<file path="src/rtl/control_unit_mc_if.sv">
// Datapath control bundle for control_unit_mc: decoded IR fields and zero flag in,
// datapath enables/selects out. The control unit uses the master modport.
`timescale 1ns/1ps

interface control_unit_mc_if;
    logic [6:0] opcode;
    logic [2:0] funct3;
    logic       funct7b5;
    logic       zero;
    logic       load_ir;
    logic       load_pc;
    logic       pc_next_sel;
    logic       pc_adder_sel;
    logic       ULA_din2_sel;
    logic       sub;
    logic [1:0] RF_din_sel;
    logic       WE_RF;
    logic       WE_MEM;
    logic       illegal;

    modport master (
        input  opcode, funct3, funct7b5, zero,
        output load_ir, load_pc, pc_next_sel, pc_adder_sel, ULA_din2_sel,
               sub, RF_din_sel, WE_RF, WE_MEM, illegal
    );

    modport slave (
        output opcode, funct3, funct7b5, zero,
        input  load_ir, load_pc, pc_next_sel, pc_adder_sel, ULA_din2_sel,
               sub, RF_din_sel, WE_RF, WE_MEM, illegal
    );
endinterface

</file>
<file path="src/rtl/control_unit_mc.sv">
// Multicycle RV32I control unit: FETCH/DECODE/EXEC/MEM/WB/HALT sequencing with
// configurable memory latencies. Define CONTROL_BRANCH_EN to enable BEQ/BNE.
`timescale 1ns/1ps

module control_unit_mc #(
    parameter int unsigned IMEM_LATENCY = 1,
    parameter int unsigned DMEM_LATENCY = 1,
    parameter int unsigned COUNT_WIDTH  = 32
) (
    input  logic                   CLK,
    input  logic                   reset,
    control_unit_mc_if.master      bus,
    output logic [COUNT_WIDTH-1:0] instr_count
);

    localparam int unsigned MAX_LAT = (IMEM_LATENCY > DMEM_LATENCY) ? IMEM_LATENCY : DMEM_LATENCY;
    localparam int unsigned LAT_W   = (MAX_LAT > 1) ? $clog2(MAX_LAT) : 1;
    localparam logic [LAT_W-1:0] I_LAST = LAT_W'(IMEM_LATENCY - 1);
    localparam logic [LAT_W-1:0] D_LAST = LAT_W'(DMEM_LATENCY - 1);

    localparam logic [6:0] OPC_OP     = 7'b0110011;
    localparam logic [6:0] OPC_IMM    = 7'b0010011;
    localparam logic [6:0] OPC_AUIPC  = 7'b0010111;
    localparam logic [6:0] OPC_JAL    = 7'b1101111;
    localparam logic [6:0] OPC_JALR   = 7'b1100111;
    localparam logic [6:0] OPC_LOAD   = 7'b0000011;
    localparam logic [6:0] OPC_STORE  = 7'b0100011;
`ifdef CONTROL_BRANCH_EN
    localparam logic [6:0] OPC_BRANCH = 7'b1100011;
`endif

    typedef enum logic [2:0] {
        FETCH, DECODE, EXEC, MEM, WB, HALT
    } state_t;

    state_t                 state_q, state_d;
    logic [LAT_W-1:0]       lat_q, lat_d;
    logic                   illegal_q, illegal_d;
    logic                   run_q, run_d;
    logic [COUNT_WIDTH-1:0] count_q, count_d;

    logic       legal;
    logic       load_ir_c, load_pc_c, pc_next_sel_c, pc_adder_sel_c;
    logic       ula_sel_c, sub_c, we_rf_c, we_mem_c;
    logic [1:0] rf_sel_c;

`ifndef CONTROL_BRANCH_EN
    logic unused_zero;
    assign unused_zero = bus.zero;
`endif

    always_comb begin
        legal = 1'b0;
        case (bus.opcode)
            OPC_OP, OPC_IMM, OPC_AUIPC, OPC_JAL, OPC_JALR, OPC_LOAD, OPC_STORE:
                legal = 1'b1;
`ifdef CONTROL_BRANCH_EN
            OPC_BRANCH:
                legal = (bus.funct3 == 3'b000) || (bus.funct3 == 3'b001);
`endif
            default: legal = 1'b0;
        endcase
    end

    always_comb begin
        state_d        = state_q;
        lat_d          = lat_q;
        illegal_d      = illegal_q;
        run_d          = 1'b1;
        load_ir_c      = 1'b0;
        load_pc_c      = 1'b0;
        pc_next_sel_c  = 1'b0;
        pc_adder_sel_c = 1'b0;
        ula_sel_c      = 1'b0;
        sub_c          = 1'b0;
        rf_sel_c       = 2'd0;
        we_rf_c        = 1'b0;
        we_mem_c       = 1'b0;

        // The partial cycle between reset release and the next edge is idle,
        // so the first real FETCH cycle starts on that edge.
        if (run_q) begin
            case (state_q)
                FETCH: begin
                    if (lat_q == I_LAST) begin
                        load_ir_c = 1'b1;
                        lat_d     = '0;
                        state_d   = DECODE;
                    end else begin
                        lat_d = lat_q + LAT_W'(1);
                    end
                end
                DECODE: begin
                    if (legal) begin
                        state_d = EXEC;
                    end else begin
                        illegal_d = 1'b1;
                        state_d   = HALT;
                    end
                end
                EXEC: begin
                    state_d = FETCH;
                    case (bus.opcode)
                        OPC_OP: begin
                            sub_c     = bus.funct7b5 & (bus.funct3 == 3'b000);
                            rf_sel_c  = 2'd1;
                            we_rf_c   = 1'b1;
                            load_pc_c = 1'b1;
                        end
                        OPC_IMM: begin
                            ula_sel_c = 1'b1;
                            rf_sel_c  = 2'd1;
                            we_rf_c   = 1'b1;
                            load_pc_c = 1'b1;
                        end
                        OPC_AUIPC: begin
                            pc_adder_sel_c = 1'b1;
                            rf_sel_c       = 2'd3;
                            we_rf_c        = 1'b1;
                            load_pc_c      = 1'b1;
                        end
                        OPC_JAL, OPC_JALR: begin
                            pc_adder_sel_c = (bus.opcode == OPC_JAL);
                            pc_next_sel_c  = 1'b1;
                            rf_sel_c       = 2'd2;
                            we_rf_c        = 1'b1;
                            load_pc_c      = 1'b1;
                        end
                        OPC_LOAD, OPC_STORE: begin
                            ula_sel_c = 1'b1;
                            state_d   = MEM;
                        end
`ifdef CONTROL_BRANCH_EN
                        OPC_BRANCH: begin
                            sub_c          = 1'b1;
                            pc_adder_sel_c = 1'b1;
                            pc_next_sel_c  = (bus.funct3 == 3'b000) ? bus.zero : !bus.zero;
                            load_pc_c      = 1'b1;
                        end
`endif
                        default: state_d = HALT;
                    endcase
                end
                MEM: begin
                    ula_sel_c = 1'b1;
                    if (lat_q == D_LAST) begin
                        lat_d = '0;
                        if (bus.opcode == OPC_STORE) begin
                            we_mem_c  = 1'b1;
                            load_pc_c = 1'b1;
                            state_d   = FETCH;
                        end else begin
                            state_d = WB;
                        end
                    end else begin
                        lat_d = lat_q + LAT_W'(1);
                    end
                end
                WB: begin
                    rf_sel_c  = 2'd0;
                    we_rf_c   = 1'b1;
                    load_pc_c = 1'b1;
                    state_d   = FETCH;
                end
                HALT:    state_d = HALT;
                default: state_d = FETCH;
            endcase
        end

        count_d = load_pc_c ? count_q + COUNT_WIDTH'(1) : count_q;
    end

    always_ff @(posedge CLK or posedge reset) begin
        if (reset) begin
            state_q   <= FETCH;
            lat_q     <= '0;
            illegal_q <= 1'b0;
            run_q     <= 1'b0;
            count_q   <= '0;
        end else begin
            state_q   <= state_d;
            lat_q     <= lat_d;
            illegal_q <= illegal_d;
            run_q     <= run_d;
            count_q   <= count_d;
        end
    end

    assign bus.load_ir      = load_ir_c;
    assign bus.load_pc      = load_pc_c;
    assign bus.pc_next_sel  = pc_next_sel_c;
    assign bus.pc_adder_sel = pc_adder_sel_c;
    assign bus.ULA_din2_sel = ula_sel_c;
    assign bus.sub          = sub_c;
    assign bus.RF_din_sel   = rf_sel_c;
    assign bus.WE_RF        = we_rf_c;
    assign bus.WE_MEM       = we_mem_c;
    assign bus.illegal      = illegal_q;
    assign instr_count      = count_q;

endmodule

</file>
<file path="src/flat_wrapper.sv">
// flat-port wrapper written by rule: the top's interface ports become plain ports
module control_unit_mc_flat 
#(
    parameter int unsigned IMEM_LATENCY = 1,
    parameter int unsigned DMEM_LATENCY = 1,
    parameter int unsigned COUNT_WIDTH  = 32
)
  (CLK, reset, instr_count, bus_opcode, bus_funct3, bus_funct7b5, bus_zero, bus_load_ir, bus_load_pc, bus_pc_next_sel, bus_pc_adder_sel, bus_ULA_din2_sel, bus_sub, bus_RF_din_sel, bus_WE_RF, bus_WE_MEM, bus_illegal);
  control_unit_mc_if bus_i ();
  input  logic CLK;
  input  logic reset;
  output logic [COUNT_WIDTH-1:0] instr_count;
  input wire logic [$bits(bus_i.opcode)-1:0] bus_opcode;
  input wire logic [$bits(bus_i.funct3)-1:0] bus_funct3;
  input wire logic [$bits(bus_i.funct7b5)-1:0] bus_funct7b5;
  input wire logic [$bits(bus_i.zero)-1:0] bus_zero;
  output wire logic [$bits(bus_i.load_ir)-1:0] bus_load_ir;
  output wire logic [$bits(bus_i.load_pc)-1:0] bus_load_pc;
  output wire logic [$bits(bus_i.pc_next_sel)-1:0] bus_pc_next_sel;
  output wire logic [$bits(bus_i.pc_adder_sel)-1:0] bus_pc_adder_sel;
  output wire logic [$bits(bus_i.ULA_din2_sel)-1:0] bus_ULA_din2_sel;
  output wire logic [$bits(bus_i.sub)-1:0] bus_sub;
  output wire logic [$bits(bus_i.RF_din_sel)-1:0] bus_RF_din_sel;
  output wire logic [$bits(bus_i.WE_RF)-1:0] bus_WE_RF;
  output wire logic [$bits(bus_i.WE_MEM)-1:0] bus_WE_MEM;
  output wire logic [$bits(bus_i.illegal)-1:0] bus_illegal;
  assign bus_i.opcode = bus_opcode;
  assign bus_i.funct3 = bus_funct3;
  assign bus_i.funct7b5 = bus_funct7b5;
  assign bus_i.zero = bus_zero;
  assign bus_load_ir = bus_i.load_ir;
  assign bus_load_pc = bus_i.load_pc;
  assign bus_pc_next_sel = bus_i.pc_next_sel;
  assign bus_pc_adder_sel = bus_i.pc_adder_sel;
  assign bus_ULA_din2_sel = bus_i.ULA_din2_sel;
  assign bus_sub = bus_i.sub;
  assign bus_RF_din_sel = bus_i.RF_din_sel;
  assign bus_WE_RF = bus_i.WE_RF;
  assign bus_WE_MEM = bus_i.WE_MEM;
  assign bus_illegal = bus_i.illegal;
  control_unit_mc #(.IMEM_LATENCY(IMEM_LATENCY), .DMEM_LATENCY(DMEM_LATENCY), .COUNT_WIDTH(COUNT_WIDTH)) u_core (.CLK(CLK), .reset(reset), .bus(bus_i), .instr_count(instr_count));
endmodule
</file>
<file path="config.mk">
export PLATFORM = sky130hd
export DESIGN_NAME = control_unit_mc_flat
export DESIGN_NICKNAME = d
export VERILOG_FILES = /design/src/rtl/control_unit_mc_if.sv /design/src/rtl/control_unit_mc.sv /design/src/flat_wrapper.sv
export SDC_FILE = /design/constraint.sdc
export NUM_CORES = 1
export LEC_CHECK = 0
export BUFFER_PORTS_ARGS = -buffer_cell sky130_fd_sc_hd__buf_2
export CAP_MARGIN = 20
export CORE_ASPECT_RATIO = 1.2
export CORE_MARGIN = 8
export CORE_UTILIZATION = 54
export CTS_BUF_LIST = sky130_fd_sc_hd__clkbuf_4 sky130_fd_sc_hd__clkbuf_8
export DETAILED_ROUTE_END_ITERATION = 8
export PLACE_DENSITY = 0.82
export SYNTH_ARGS = -nofsm -noshare
export SYNTH_HDL_FRONTEND = slang
export SYNTH_SLANG_ARGS = --single-unit
</file>
<file path="constraint.sdc">
create_clock -name CLK -period 3 [get_ports CLK]
set_clock_uncertainty 0.1 [all_clocks]
set_input_delay 0.15 -clock CLK [delete_from_list [all_inputs] [get_ports CLK]]
set_output_delay 0.15 -clock CLK [all_outputs]
set_load 0.02 [all_outputs]
</file>
==> metrics <==
total grt overflow 0; R2R cell count 6; # IOs between 50 and 60; worst flop-to-flop path endpoint u_core.instr_count[28]; Switching Share between 20 and 30%; Synth-to-Final Area Change 21.4%; final instance area about 0.0025 mm2; most frequent cell after synthesis dfrtp_1; Yosys reg bits 37; Worst path slowest cell inv_1; most used cell, CP inv_1; Initial Utilization a little under three fifths; Critical Path RT between 2000 and 3000 ps; Largest stage delay, worst path between 400 and 500 ps; total power 1.37 mW; NetSw a little over 0.4 mW; post-DP HPWL approximately 3400 um; GRT Total Usage 16.0%; vias roughly 1.7k; Max Clock Freq approximately 0.39 GHz; Slew Limit Fails 0; Layout Cells excl Fill 303; Critical Path, Cell by Cell inv_1 > a31oi_1 > o21ai_0 > nand3_1 > inv_1 > buf_2; Clock Root Buffer clkbuf_8; die extent in y just over 80 um; Cell Area, Placed around 0.0023 mm2; WP data arrival ~2300 ps; Worst-path clk slew 70 ps; P_leak between 1 and 1.5 nW; WL/cell 14.9 um; Crit path buffers/inverters 3; Syn Nets ~220; die width about 72 um; worst skew pair latency around 290 ps; Clock H-tree levels 2; internal power around 0.96 mW; Post-synth EDFFs 0; Post-Synthesis Cells between 200 and 250; CP delay by family, top buffers and inverters; I/O Buffers 55; layout cells sized above 1 between 20 and 30%; Synth top area share 45.7%; internal reg-to-reg setup slack between 600 and 700 ps; Via density around 5.7; combinational share of power 19.1%; critical path class reg -> out; worst hold start bus_opcode[4]; via count of the first global-routing pass ~1.7k; count of unique library cells instantiated by Yosys 40; RSZ-0062 raised after global routing false; crit path max fanout 14; hold endpoint u_core.state_q[1]; drt drc 0; gpl congestion 0.796; Rows 24; Avg Inst Size Synth approximately 9.7 um2; PwrDens 555 mW/mm2; # placed instances just under 300; Synth async-reset ratio between 90% and 100%; largest net degree at the start of global routing 38; Final setup viols 0; Reg power frac a little over two fifths; Final nets 278; Max-Cap Viols 0; first-pass GRT wire length a little under 8000 um; Synth Cell Area roughly 0.0020 mm2; Worst Hold Class in -> reg; worst hold slack a little over 300 ps; hold path cells 4; most frequent cells after synthesis dfrtp_1, nand2_1, nand3_1, xor2_1, xnor2_1; Main synth FF type dfrtp_1; peak supply drop 0.362 mV; Final Cycle Share between 80 and 90%; largest cells by area after synthesis dfrtp_1, xor2_1, xnor2_1; 1st-pass router iterations 4; CTS tree built; Ys Warns 0; TritonCTS Sinks 37; crit path time final about 2500 ps; CTS Buffer Depth 2; core area between 0.003 and 0.004 mm2; diode count 0; DIE AREA approximately 0.006 mm2; final WL 4510 um; status finished, final reports clean; crit path launch type flip-flop; Crit. End Element output pin; TNS Setup 0 ps; initial antenna violation count 0; FILL cells a little under 300; total CTS buffers 5; Detail Route Antenna Nets 0; Yosys top cell by area dfrtp_1; Initial DRC Count between 80 and 90; worst flop-to-flop path startpoint u_core.instr_count[3]; Clock Power Share 37.6%; post-synthesis sequential area ratio a little under half; setup bufs post-CTS 0; final hold vios 0
-- kinds of logic (layout without fill, tap and decap cells) --
kind of cell / Yosys count / count (layout) / share of synthesized area (%)
buf+inv: 18 / 73 / 4.07
compound gates: 20 / 20 / 6.05
fa+ha+maj: 1 / 1 / 0.617
simple gates: 101 / 101 / 30.0
flops: 37 / 37 / 45.7
other cells: 1 / 1 / 0.185
xor+xnor: 31 / 31 / 13.4
-- metal layers --
metal	GRT usage, %	share of wire (%)	up-vias
met1	18.1	42	826
met3	6.13	6.1	4
li1	-	-	840
met4	5.21	0.93	0
met5	0	0	-
met2	26.7	51	47
-- worst max path at each step --
stage / startpoint / to / cells past startpoint
2_1_floorplan: u_core.instr_count[3] / u_core.instr_count[28] / 8
3_3_place_gp: bus_opcode[3] / u_core.instr_count[15] / 9
3_5_place_dp: bus_opcode[3] / u_core.instr_count[15] / 9
4_1_cts: u_core.state_q[0] / bus_load_pc / 6
5_1_grt: u_core.state_q[0] / bus_load_pc / 6
6_report: u_core.state_q[0] / bus_load_pc / 6
-- registers in the layout (all words and copies together) (netlist names) --
register and cells:
u_core.run_q 1, u_core.state_q 3, u_core.bus.illegal 1, u_core.instr_count 32
-- worst register-to-register path: cells and delay by family (launching register included) --
kind	cells	cell delay (ps)
flops	1	440
simple gates	5	1550
xor+xnor	1	180
-- repair_timing --
| action | CTS | global route |
|---|---|---|
| hold endpoints to repair | 37 | 0 |
| gates resized for setup | 0 | 0 |
| endpoints found under the setup margin | 0 | 0 |
| hold buffers | 1 | 0 |
-- area by class of cell --
cell class                      instances  area (um2)  share of cell area (%)
Clock buffer                            5        68.8                    2.80
Clock inverter                          3        68.8                    2.80
Inverter                                6        22.5                   0.915
Multi-Input combinational cell        154        1020                    41.4
Sequential cell                        37         926                    37.6
Tap cell                               39        48.8                    1.98
Timing Repair Buffer                   59         308                    12.5
-- cells in the final DEF (no fill, tap or decap), drive strengths merged, types with 5 or more instances in the layout --
cell type | Yosys | final
o21ai | 6 | 6
and3 | 6 | 6
clkbuf | 8 | 5
nand4 | 11 | 11
nor2 | 11 | 11
xor2 | 17 | 17
nor3 | 11 | 11
nor4 | 8 | 8
inv | 6 | 7
xnor2 | 14 | 14
a21oi | 6 | 6
nand3 | 18 | 18
nand2 | 23 | 23
buf | 4 | 58
dfrtp | 37 | 37
-- power groups by stage --
stage                     sequential [mW]  combinational, mW  clock [mW]
after global placement              0.597              0.257           0
after CTS                           0.590              0.264       0.522
after global routing                0.599              0.297       0.554
final                               0.591              0.261       0.514
after detailed placement            0.599              0.262           0
after floorplan                     0.623              0.150           0
-- stage by stage --
| stage | utilization, % | worst slack, ps |
|---|---|---|
| after floorplan | - | 574 |
| after global placement | 64.2 | 648 |
| final | 68.3 | 462 |
| after global routing | 68.3 | 220 |
| after CTS | 68.3 | 427 |
| after detailed placement | 64.2 | 530 |
No activity file was read; power rests on OpenSTA's default activity.
